## config.mk

```make
export PLATFORM = sky130hd
export DESIGN_NAME = ccff_frame_loader_flat
export DESIGN_NICKNAME = d
export VERILOG_FILES = /design/src/rtl/ccff_frame_loader_pkg.sv /design/src/rtl/ccff_frame_loader_if.sv /design/src/rtl/ccff_shift_chain.sv /design/src/rtl/ccff_frame_loader.sv /design/src/flat_wrapper.sv
export SDC_FILE = /design/constraint.sdc
export NUM_CORES = 1
export LEC_CHECK = 0
export CORE_AREA = 2 2 39 41
export DETAILED_ROUTE_END_ITERATION = 8
export DIE_AREA = 0 0 41 43
export PLACE_DENSITY = 0.6
export SLEW_MARGIN = 10
export SYNTH_ARGS = -nofsm -noshare
export SYNTH_HDL_FRONTEND = slang
export SYNTH_SLANG_ARGS = --single-unit
export TNS_END_PERCENT = 50
```

## constraint.sdc

```tcl
create_clock -name prog_clk -period 2.3 [get_ports prog_clk]
set_input_delay 0.46 -clock prog_clk [delete_from_list [all_inputs] [get_ports prog_clk]]
set_output_delay 0.46 -clock prog_clk [all_outputs]
set_load 0.01 [all_outputs]
```

## src/rtl/ccff_frame_loader_pkg.sv

```systemverilog
// Shared types and helpers for the configuration-chain frame loader.
// Optional build macro: CCFF_PARITY_EN adds a trailing even-parity bit.
package fabric_cfg_pkg;

  typedef enum logic [1:0] {
    EMPTY   = 2'd0,
    FILLING = 2'd1,
    FULL    = 2'd2
  } ccff_state_e;

`ifdef CCFF_PARITY_EN
  localparam int PARITY_BITS = 1;
`else
  localparam int PARITY_BITS = 0;
`endif

  // Even parity: the frame is good when all bits XOR to zero.
  function automatic logic parity_ok(input logic [63:0] v);
    return ~^v;
  endfunction

endpackage

```

## src/rtl/ccff_frame_loader_if.sv

```systemverilog
// Serial config bus between a bitstream driver and a frame loader.
// slave: loader side (head/shift/load in; tail/sram/status out).
interface ccff_frame_loader_if #(
  parameter int NUM_SRAM = 2
);
  logic                  ccff_head;
  logic                  shift_en;
  logic                  load_en;
  logic                  ccff_tail;
  logic [0:NUM_SRAM-1]   sram;
  logic [0:NUM_SRAM-1]   sram_inv;
  logic                  cfg_valid;
  logic                  cfg_err;

  modport master (
    output ccff_head, shift_en, load_en,
    input  ccff_tail, sram, sram_inv,
    input  cfg_valid, cfg_err
  );

  modport slave (
    input  ccff_head, shift_en, load_en,
    output ccff_tail, sram, sram_inv,
    output cfg_valid, cfg_err
  );
endinterface

```

## src/rtl/ccff_shift_chain.sv

```systemverilog
// LEN-bit serial shift chain; bit 0 takes i_head, o_tail is the MSB.
// Ports: i_clk, i_rst (async high), i_shift, i_head, o_tail, o_chain.
module ccff_shift_chain #(
  parameter int LEN = 2
) (
  input  logic           i_clk,
  input  logic           i_rst,
  input  logic           i_shift,
  input  logic           i_head,
  output logic           o_tail,
  output logic [LEN-1:0] o_chain
);

  logic [LEN-1:0] r_chain;

  always_ff @(posedge i_clk or posedge i_rst) begin
    if (i_rst) begin
      r_chain <= '0;
    end else if (i_shift) begin
      r_chain <= (r_chain << 1) | LEN'(i_head);
    end
  end

  assign o_chain = r_chain;
  assign o_tail  = r_chain[LEN-1];

endmodule

```

## src/rtl/ccff_frame_loader.sv

```systemverilog
// Config-chain stage: shifts a frame in, commits it to mux select bits.
// Ports: prog_clk, prog_reset (async high), bus (slave). Macro: CCFF_PARITY_EN.
module ccff_frame_loader
  import fabric_cfg_pkg::*;
#(
  parameter  int NUM_SRAM = 2,
  localparam int CNT_W    = $clog2(NUM_SRAM + 2)
) (
  input  logic                  prog_clk,
  input  logic                  prog_reset,
  ccff_frame_loader_if.slave    bus
);

  localparam int FRAME_LEN = NUM_SRAM + PARITY_BITS;
  localparam logic [CNT_W-1:0] LEN_C = CNT_W'(FRAME_LEN);

  localparam logic [1:0] ST_EMPTY   = EMPTY;
  localparam logic [1:0] ST_FILLING = FILLING;
  localparam logic [1:0] ST_FULL    = FULL;

  logic [FRAME_LEN-1:0] w_chain;
  logic                 w_tail;
  logic                 w_par_ok;
  logic                 w_accept;
  logic                 w_reject;
  logic [CNT_W-1:0]     w_cnt_nxt;
  logic [1:0]           w_state_nxt;
  logic [0:NUM_SRAM-1]  w_data;

  logic [CNT_W-1:0]     r_cnt;
  logic [1:0]           r_state;
  logic [0:NUM_SRAM-1]  r_sram;
  logic                 r_valid;
  logic                 r_err;

  ccff_shift_chain #(
    .LEN (FRAME_LEN)
  ) u_chain (
    .i_clk   (prog_clk),
    .i_rst   (prog_reset),
    .i_shift (bus.shift_en),
    .i_head  (bus.ccff_head),
    .o_tail  (w_tail),
    .o_chain (w_chain)
  );

`ifdef CCFF_PARITY_EN
  assign w_par_ok = parity_ok(64'(w_chain));
`else
  assign w_par_ok = 1'b1;
`endif

  // A shift in the same cycle always wins; the load is then refused.
  assign w_accept = bus.load_en & ~bus.shift_en
                  & (r_state == ST_FULL) & w_par_ok;
  assign w_reject = bus.load_en & ~w_accept;

  // Parity bit sits in chain[0]; data bits are above it.
  always_comb begin
    w_data = '0;
    for (int i = 0; i < NUM_SRAM; i++) begin
      w_data[i] = w_chain[i + PARITY_BITS];
    end
  end

  // Count saturates so further shifting is pure pass-through.
  always_comb begin
    w_cnt_nxt = r_cnt;
    if (w_accept) begin
      w_cnt_nxt = '0;
    end else if (bus.shift_en && (r_cnt != LEN_C)) begin
      w_cnt_nxt = r_cnt + 1'b1;
    end
  end

  always_comb begin
    w_state_nxt = ST_FILLING;
    unique case (1'b1)
      (w_cnt_nxt == '0):    w_state_nxt = ST_EMPTY;
      (w_cnt_nxt == LEN_C): w_state_nxt = ST_FULL;
      default:              w_state_nxt = ST_FILLING;
    endcase
  end

  always_ff @(posedge prog_clk or posedge prog_reset) begin
    if (prog_reset) begin
      r_cnt   <= '0;
      r_state <= ST_EMPTY;
      r_sram  <= '0;
      r_valid <= 1'b0;
      r_err   <= 1'b0;
    end else begin
      r_cnt   <= w_cnt_nxt;
      r_state <= w_state_nxt;
      if (w_accept) begin
        r_sram  <= w_data;
        r_valid <= 1'b1;
        r_err   <= 1'b0;
      end else if (w_reject) begin
        r_err   <= 1'b1;
      end
    end
  end

  assign bus.ccff_tail = w_tail;
  assign bus.sram      = r_sram;
  assign bus.sram_inv  = ~r_sram;
  assign bus.cfg_valid = r_valid;
  assign bus.cfg_err   = r_err;

endmodule

```

## src/flat_wrapper.sv

```systemverilog
// flat-port wrapper written by rule: the top's interface ports become plain ports
module ccff_frame_loader_flat import fabric_cfg_pkg::*;
#(
  parameter  int NUM_SRAM = 2,
  localparam int CNT_W    = $clog2(NUM_SRAM + 2)
)
  (prog_clk, prog_reset, bus_ccff_head, bus_shift_en, bus_load_en, bus_ccff_tail, bus_sram, bus_sram_inv, bus_cfg_valid, bus_cfg_err);
  ccff_frame_loader_if #(.NUM_SRAM(NUM_SRAM)) bus_i ();
  input  logic prog_clk;
  input  logic prog_reset;
  input wire logic [$bits(bus_i.ccff_head)-1:0] bus_ccff_head;
  input wire logic [$bits(bus_i.shift_en)-1:0] bus_shift_en;
  input wire logic [$bits(bus_i.load_en)-1:0] bus_load_en;
  output wire logic [$bits(bus_i.ccff_tail)-1:0] bus_ccff_tail;
  output wire logic [$bits(bus_i.sram)-1:0] bus_sram;
  output wire logic [$bits(bus_i.sram_inv)-1:0] bus_sram_inv;
  output wire logic [$bits(bus_i.cfg_valid)-1:0] bus_cfg_valid;
  output wire logic [$bits(bus_i.cfg_err)-1:0] bus_cfg_err;
  assign bus_i.ccff_head = bus_ccff_head;
  assign bus_i.shift_en = bus_shift_en;
  assign bus_i.load_en = bus_load_en;
  assign bus_ccff_tail = bus_i.ccff_tail;
  assign bus_sram = bus_i.sram;
  assign bus_sram_inv = bus_i.sram_inv;
  assign bus_cfg_valid = bus_i.cfg_valid;
  assign bus_cfg_err = bus_i.cfg_err;
  ccff_frame_loader #(.NUM_SRAM(NUM_SRAM)) u_core (.prog_clk(prog_clk), .prog_reset(prog_reset), .bus(bus_i));
endmodule
```

== After elaboration in Yosys (flattened, before gate mapping) ==
Cells that the tools add are included.
Storage, ports and cells
  bits in registers: 10
  bits of input ports: 5
Operators by class
  add/subtract/negate cells: 1
  equal/unequal tests: 3
  mux-type cells: 5
  bitwise logic cells: 7
  reduce and logical (&&, ||, !) cells: 3
Operators by type and width (number)
  $eq A2 B2 Y1 const B: 2
  $mux W2: 2
  $pmux W2 S2: 1
  $and A1 B1 Y1: 3
  $add A2 B1 Y2 const B: 1
  $logic_not A2 Y1: 1
  $mux W1: 2
  $ne A2 B2 Y1 const B: 1
  $not A1 Y1: 2
  $not A2 Y2: 1
  $or A2 B1 Y2: 1
  $reduce_bool A2 Y1: 1
  $logic_and A1 B1 Y1: 1

== Longest topological paths before layout ==
Gate-level depths: netlist of run 1.
  depth in word-level cells: 7
  gate-level depth with buffers: 4
  depth with buffers taken out: 4

== Hierarchy ==
Synthesis of run 1 repeated with hierarchy kept, for this count alone.
Unflattened totals
  cells, all modules: 32
  area total of the unflattened synthesis: 387.9 sq um
Modules (own cells, without submodules)
  ccff_frame_loader: instances 1, cells an instance 26, area each 304.0 sq um
  ccff_shift_chain: instances 1, cells an instance 6, area each 83.8 sq um

== Worst setup path after synthesis of run 1 ==
OpenSTA, ideal clock, no wires.
  path kind: input port to flip-flop
  start point: in bus_shift_en
  end point: reg u_core.r_sram, in the netlist u_core.bus.sram[0]
  library setup time: 0.125 ns
  data arrival time: 1.086 ns
  slack: 1.089 ns
  stages on the path: 2
  cells stage by stage: and4bb_4 mux2_4
On the way
  longest elaborated chain between the ends: 3
Ends and longest elaborated chain
  start: declaration: line flat_wrapper.sv:12  | input wire logic [$bits(bus_i.shift_en)-1:0] bus_shift_en;
  $not A1 Y1: line ccff_frame_loader.sv:54  | assign w_accept = bus.load_en & ~bus.shift_en
  $and A1 B1 Y1: line ccff_frame_loader.sv:54
  $and A1 B1 Y1: line ccff_frame_loader.sv:55  | & (r_state == ST_FULL) & w_par_ok;
  end signal: assignment: line ccff_frame_loader.sv:96  | r_sram <= w_data;
  end: declaration: line ccff_frame_loader.sv:32  | logic [0:NUM_SRAM-1] r_sram;
Every way passes these cells.
A chain may end at the register's enable or synchronous reset.

== Final worst setup path of run 1 ==
  start point: reg u_core.r_sram, in the netlist u_core.bus.sram[1]
  end point: out bus_sram_inv[0]
On the way
  longest elaborated chain between the ends: 1
Ends and longest elaborated chain
  $not A2 Y2: line ccff_frame_loader.sv:107  | assign bus.sram_inv = ~r_sram;
  end: declaration: line flat_wrapper.sv:16  | output wire logic [$bits(bus_i.sram_inv)-1:0] bus_sram_inv;
Every way passes these cells.

==> run metrics, run 1 <==
status finished clean; layout cells sized above 1 24.4%; initial antenna violation count 0; synthesized flop and latch total 9; worst setup margin 609 ps; vias per cell 4.46; # DRC 0; Post-CTS Hold Buffers 0; min Tclk post-route 1690 ps; most common cell in the netlist dfrtp_1; MaxCap Viol Count 0; switching power 0.209 mW; post-CTS setup buffer count 0; unrepaired setup endpoints after global routing no; Reg-to-Reg Start u_core.r_state[0]$_DFF_PP0_; critical path capture point type output pin; Crit Path Max Fanout 3; Async SR Flop Fraction 100%; Synth Warn # 0; area grow syn2layout 39.0%; first-pass GRT wire length 1140 um; Initial Utilization 29.2%; skew final 7.01 ps; DR WL met2 338 um; CP max-delay cell clkdlybuf4s50_1; r2r worst-path depth 4; DRT iter0 DRCs 2; Worst Path Required 1840 ps; pre-CTS setup slack 457 ps; WL final 716 um; I/O Buffers 11; Mean Syn Cell Area 13.5 um2; row count 14; synthesized cell area 404 um2; max-slew violation count 0; CP Cell Sequence inv_1 -> clkdlybuf4s50_1; vias 272; top cell type's share of synthesized area 55.7%; cell internal pwr 0.471 mW; clock group share of total power 17.8%; Fmax achieved 0.591 GHz; Crit path max-delay family buffers and inverters; Hold WC Path Type primary input to async pin; Arr. time, crit path 1230 ps; Register-to-Register Setup Slack 1010 ps; nets 52; Detail Placement HPWL 566 um; Ant. Diodes 0; CTS resizes 0; CTS tree done; Most used DFF post-synth dfrtp_1; Worst VDD drop 0.416 mV; cts bufs inserted 3; highest metal used met3; Netlist cell types 15; clock transition at the registers of the reported paths 70 ps; largest net degree at the start of global routing 10; startpoint types register; core area 0.00138 mm2; Commonest cells post-synth dfrtp_1 (9), inv_1 (5), mux2_2 (2), mux2_4 (2), nor2_1 (2); Hold Fails Final Rpt 0; Buf/Inv on CP 2; R2R Path End u_core.r_cnt[1]$_DFF_PP0_; drt pass-1 iters 2; delay of the slowest critical-path stage 520 ps; sequential share of power 38.2%; Slew @ Worst Pin 339 ps; DIE HEIGHT 43 um; WHS 466 ps; normalized max-slew margin 77.4%; WS Path Type register to output pin; leakage 0.251 nW; sequential cell area fraction in the yosys report 55.7%; GRT Residual Overflow 0; Syn Nets 36; Cells after Synth 30; largest cells by area after synthesis dfrtp_1 (56%), mux2_4 (7.4%), mux2_2 (5.6%); I/O pin count 12; cell area after layout 562 um2; Clock H-tree levels 1; number of enable flip-flop cells after synthesis 0; die area 0.00176 mm2; Pwr per Cell Area 1210 mW/mm2; clock buffer depth 2; period utilisation layout 73.5%; drt wl/cell 11.7 um; Root Buffer clkbuf_4; total track usage 10.3%; clock sink count 9; cell taking the most area after synthesis dfrtp_1; Setup TNS Final 0 ps; Detail Route Antenna Nets 0; Horiz. Die Dim 41 um; Net Sw Frac 30.7%; setup violators final 0; Final Wtd Congestion 0.642; crit path launch u_core.bus.sram[1]$_DFFE_PP0P_; area post-placement 534 um2; met1 wire length 322 um; vias in the first global route 279; worst skew pair latency 260 ps; Comb power frac 44.0%; routed wire length on met3 55 um
## worst max path at each step
stage,endpoint,cells past startpoint
3_3_place_gp,u_core.bus.sram[0]$_DFFE_PP0P_,3
3_5_place_dp,u_core.bus.sram[1]$_DFFE_PP0P_,3
5_1_grt,bus_sram_inv[0],2
4_1_cts,bus_sram_inv[0],2
2_1_floorplan,u_core.bus.sram[0]$_DFFE_PP0P_,2
6_report,bus_sram_inv[0],2
## cell type report
type,count,area (um2)
sequential,9,225
multi-input combinational,16,160
fill,144,822
clock buffer,3,22.5
clock inverter,1,5.00
inverter,5,18.8
timing repair buffer,11,110
tap,16,20.0
## registers in the layout (all words and copies together), names as in the netlist
signal and cells:
u_core.r_cnt 1, u_core.bus.cfg_valid 1, u_core.bus.cfg_err 1, u_core.u_chain.o_chain 2, u_core.r_state 2, u_core.bus.sram 2
## power groups by stage
stage               clock network (mW)  registers, mW  logic [mW]
floorplan                            0          0.269       0.160
global placement                     0          0.259       0.298
detailed placement                   0          0.263       0.302
CTS                              0.127          0.260       0.303
global route                     0.137          0.269       0.325
finish                           0.121          0.260       0.299
## layer usage
layer  GRT usage [%]  up-vias
met5               0        -
met2            14.7        8
met4            6.00        0
met3            5.24        0
met1            11.8      135
li1                -      129
## cells by family after synthesis
logic type               synth area share, %
AO/OA/AOI/OAI                           5.88
XOR/XNOR                                2.17
adder cells (fa/ha/maj)                 3.10
buffers and inverters                   4.64
flip-flops                              55.7
multiplexers                            13.0
AND/OR/NAND/NOR                         15.5
## placed cells by master, fill, tap and decap left out, types with 2 or more instances in the layout
master,synthesis,final
mux2_4,2,2
clkdlybuf4s50_1,0,11
dfrtp_1,9,9
nor2_1,2,2
clkbuf_4,0,3
mux2_2,2,2
inv_1,5,5
## stage by stage
| step | utilization, % | cells | power, mW |
|---|---|---|---|
| after detailed placement | 38.6 | 57 | 0.565 |
| after global placement | 38.6 | 57 | 0.557 |
| after CTS | 40.6 | 61 | 0.691 |
| final | 40.6 | 61 | 0.679 |
| after global routing | 40.6 | 61 | 0.731 |
| after floorplan | - | 30 | 0.429 |
Power figures use the tool's default switching activity.
==> run 2, diff against run 1 <==
==> constraint.sdc (replaced) <==
create_clock -name prog_clk -period 1.61 [get_ports prog_clk]
set_input_delay 0.322 -clock prog_clk [delete_from_list [all_inputs] [get_ports prog_clk]]
set_output_delay 0.322 -clock prog_clk [all_outputs]
set_load 0.01 [all_outputs]
==> run 2 against run 1 <==
Against the previous run: power grew 43%; worst setup slack worse by 550 ps; register-to-register slack got worse by 710 ps; sequential power grew 42%; design area up 1.6%.
==> run metrics, run 2 (same netlist as run 1, synthesis figures left out) <==
core area 0.00138 mm2 (unchanged); CP Cell Sequence inv_1 -> clkdlybuf4s50_1; vias in the first global route 274 (-1.8%); r2r worst-path depth 4 (unchanged); Pwr per Cell Area 1700 mW/mm2 (+41%); met1 Use GR 12.7% (+0.88 points); status finished clean; I/O pin count 12 (unchanged); switching power 0.295 mW (+41%); WL final 749 um (+4.6%); I/O Buffers 11 (unchanged); Initial Utilization 29.2% (unchanged); layout cells sized above 1 23.9% (-0.53 points); CTS tree done; Ant. Diodes 0 (unchanged); first-pass GRT wire length 1240 um (+9.1%); cell internal pwr 0.675 mW (+43%); normalized max-slew margin 77.2% (-0.18 points); cell area after layout 571 um2 (+1.6%); Detail Route Antenna Nets 0 (unchanged); min Tclk post-route 1550 ps; setup violators final 0 (unchanged); Post-CTS Hold Buffers 0 (unchanged); unrepaired setup endpoints after global routing no; GR Util met2 16.3% (+1.6 points); CTS resizes 0 (unchanged); vias per cell 4.39 (-1.6%); Clock H-tree levels 1 (unchanged); CP max-delay cell clkdlybuf4s50_1; # DRC 0 (unchanged); Horiz. Die Dim 41 um (unchanged); startpoint types register; nets 53 (+1.9%); Final Wtd Congestion 0.796 (+24%); Fmax achieved 0.645 GHz; die area 0.00176 mm2 (unchanged); area post-placement 542 um2 (+1.4%); busiest grt layer met2; delay of the slowest critical-path stage 530 ps (about the same); drt wl/cell 12.1 um (+2.9%); MaxCap Viol Count 0 (unchanged); Root Buffer clkbuf_4; Worst VDD drop 0.512 mV (+23%); WS Path Type register to output pin; Hold Fails Final Rpt 0 (unchanged); skew final 1.63 ps (-5.38 ps); most common cell after layout, fill and taps aside clkdlybuf4s50_1; Slew @ Worst Pin 342 ps (+2.71 ps); WHS 323 ps (-143 ps); max-slew violation count 0 (unchanged); grt met3 use 3.14% (-2.1 points); drt pass-1 iters 1 (-1); Worst Path Required 1290 ps (-550 ps); largest net degree at the start of global routing 10 (unchanged); critical path capture point type output pin; clock sink count 9 (unchanged); Setup TNS Final 0 ps (unchanged); leakage 0.260 nW (+3.5%); post-CTS setup buffer count 0 (unchanged); total track usage 11.6% (+1.3 points); DIE HEIGHT 43 um (unchanged); Comb power frac 44.1% (about the same); worst skew pair latency 260 ps (about the same); clock group share of total power 17.8% (about the same); vias 272 (unchanged); Hold WC Path Type primary input to async pin; DRT iter0 DRCs 0 (-2); initial antenna violation count 0 (unchanged); Arr. time, crit path 1230 ps (about the same); Crit Path Max Fanout 3 (unchanged); clock buffer depth 2 (unchanged); # fillers 135 (-6.3%); clock transition at the registers of the reported paths 60 ps (about the same); Net Sw Frac 30.4% (-0.31 points); cts bufs inserted 3 (unchanged); row count 14 (unchanged); GRT Residual Overflow 0 (unchanged); commonest non-fill, non-tap cells in the layout clkdlybuf4s50_1 (10), dfrtp_1 (9), inv_1 (5), clkbuf_4 (3); period utilisation layout 96.3%; sequential share of power 38.1% (about the same); area grow syn2layout 41.2%
==> run 2: metal layers <==
metal	part of all wire [%]	vias up
met3	7.3	4
li1	-	134
met5	0	-
met1	43	124
met4	4.1	0
met2	45	10
==> run 2: final timing paths <==
path / to / slack, ps / startpoint
max in group asynchronous: u_core.u_chain.o_chain[1]$_DFFE_PP0P_ / 1040 / prog_reset
min reg2reg: u_core.bus.cfg_valid$_DFFE_PP0P_ / 470 / u_core.bus.cfg_valid$_DFFE_PP0P_
min: u_core.bus.cfg_valid$_DFFE_PP0P_ / 320 / prog_reset
max: bus_sram_inv[1] / 60 / u_core.bus.sram[0]$_DFFE_PP0P_
max reg2reg: u_core.r_cnt[1]$_DFF_PP0_ / 300 / u_core.r_state[0]$_DFF_PP0_
min in group prog_clk: u_core.bus.cfg_valid$_DFFE_PP0P_ / 470 / u_core.bus.cfg_valid$_DFFE_PP0P_
==> run 2: cell type report <==
class                           instances  area, um2  share of cell area [%]
Inverter                                5       18.8                    3.29
Clock buffer                            4       26.3                    4.61
Multi-Input combinational cell         16        160                    28.1
Sequential cell                         9        225                    39.5
Tap cell                               16       20.0                    3.51
Timing Repair Buffer                   12        120                    21.1
==> run 2: stage by stage <==
step	setup slack, ps	utilization [%]	power (mW)	cells
4_1_cts	33.7	41.0	0.992	62
3_5_place_dp	37.7	39.2	0.814	58
6_report	59.9	41.2	0.970	62
2_1_floorplan	422	-	0.612	30
3_3_place_gp	48.8	39.2	0.794	58
5_1_grt	21.0	41.2	1.05	62
==> run 2: power groups by stage <==
stage	clock, mW	combinational [mW]	sequential (mW)
2_1_floorplan	0	0.228	0.384
3_3_place_gp	0	0.424	0.370
3_5_place_dp	0	0.437	0.378
4_1_cts	0.180	0.439	0.373
5_1_grt	0.192	0.473	0.382
6_report	0.173	0.428	0.370
==> run 2: worst max-delay path: cells and delay by family, from the launching register on <==
| family | cells | cell delay, ps |
|---|---|---|
| DFF | 1 | 390 |
| buffers and inverters | 2 | 580 |
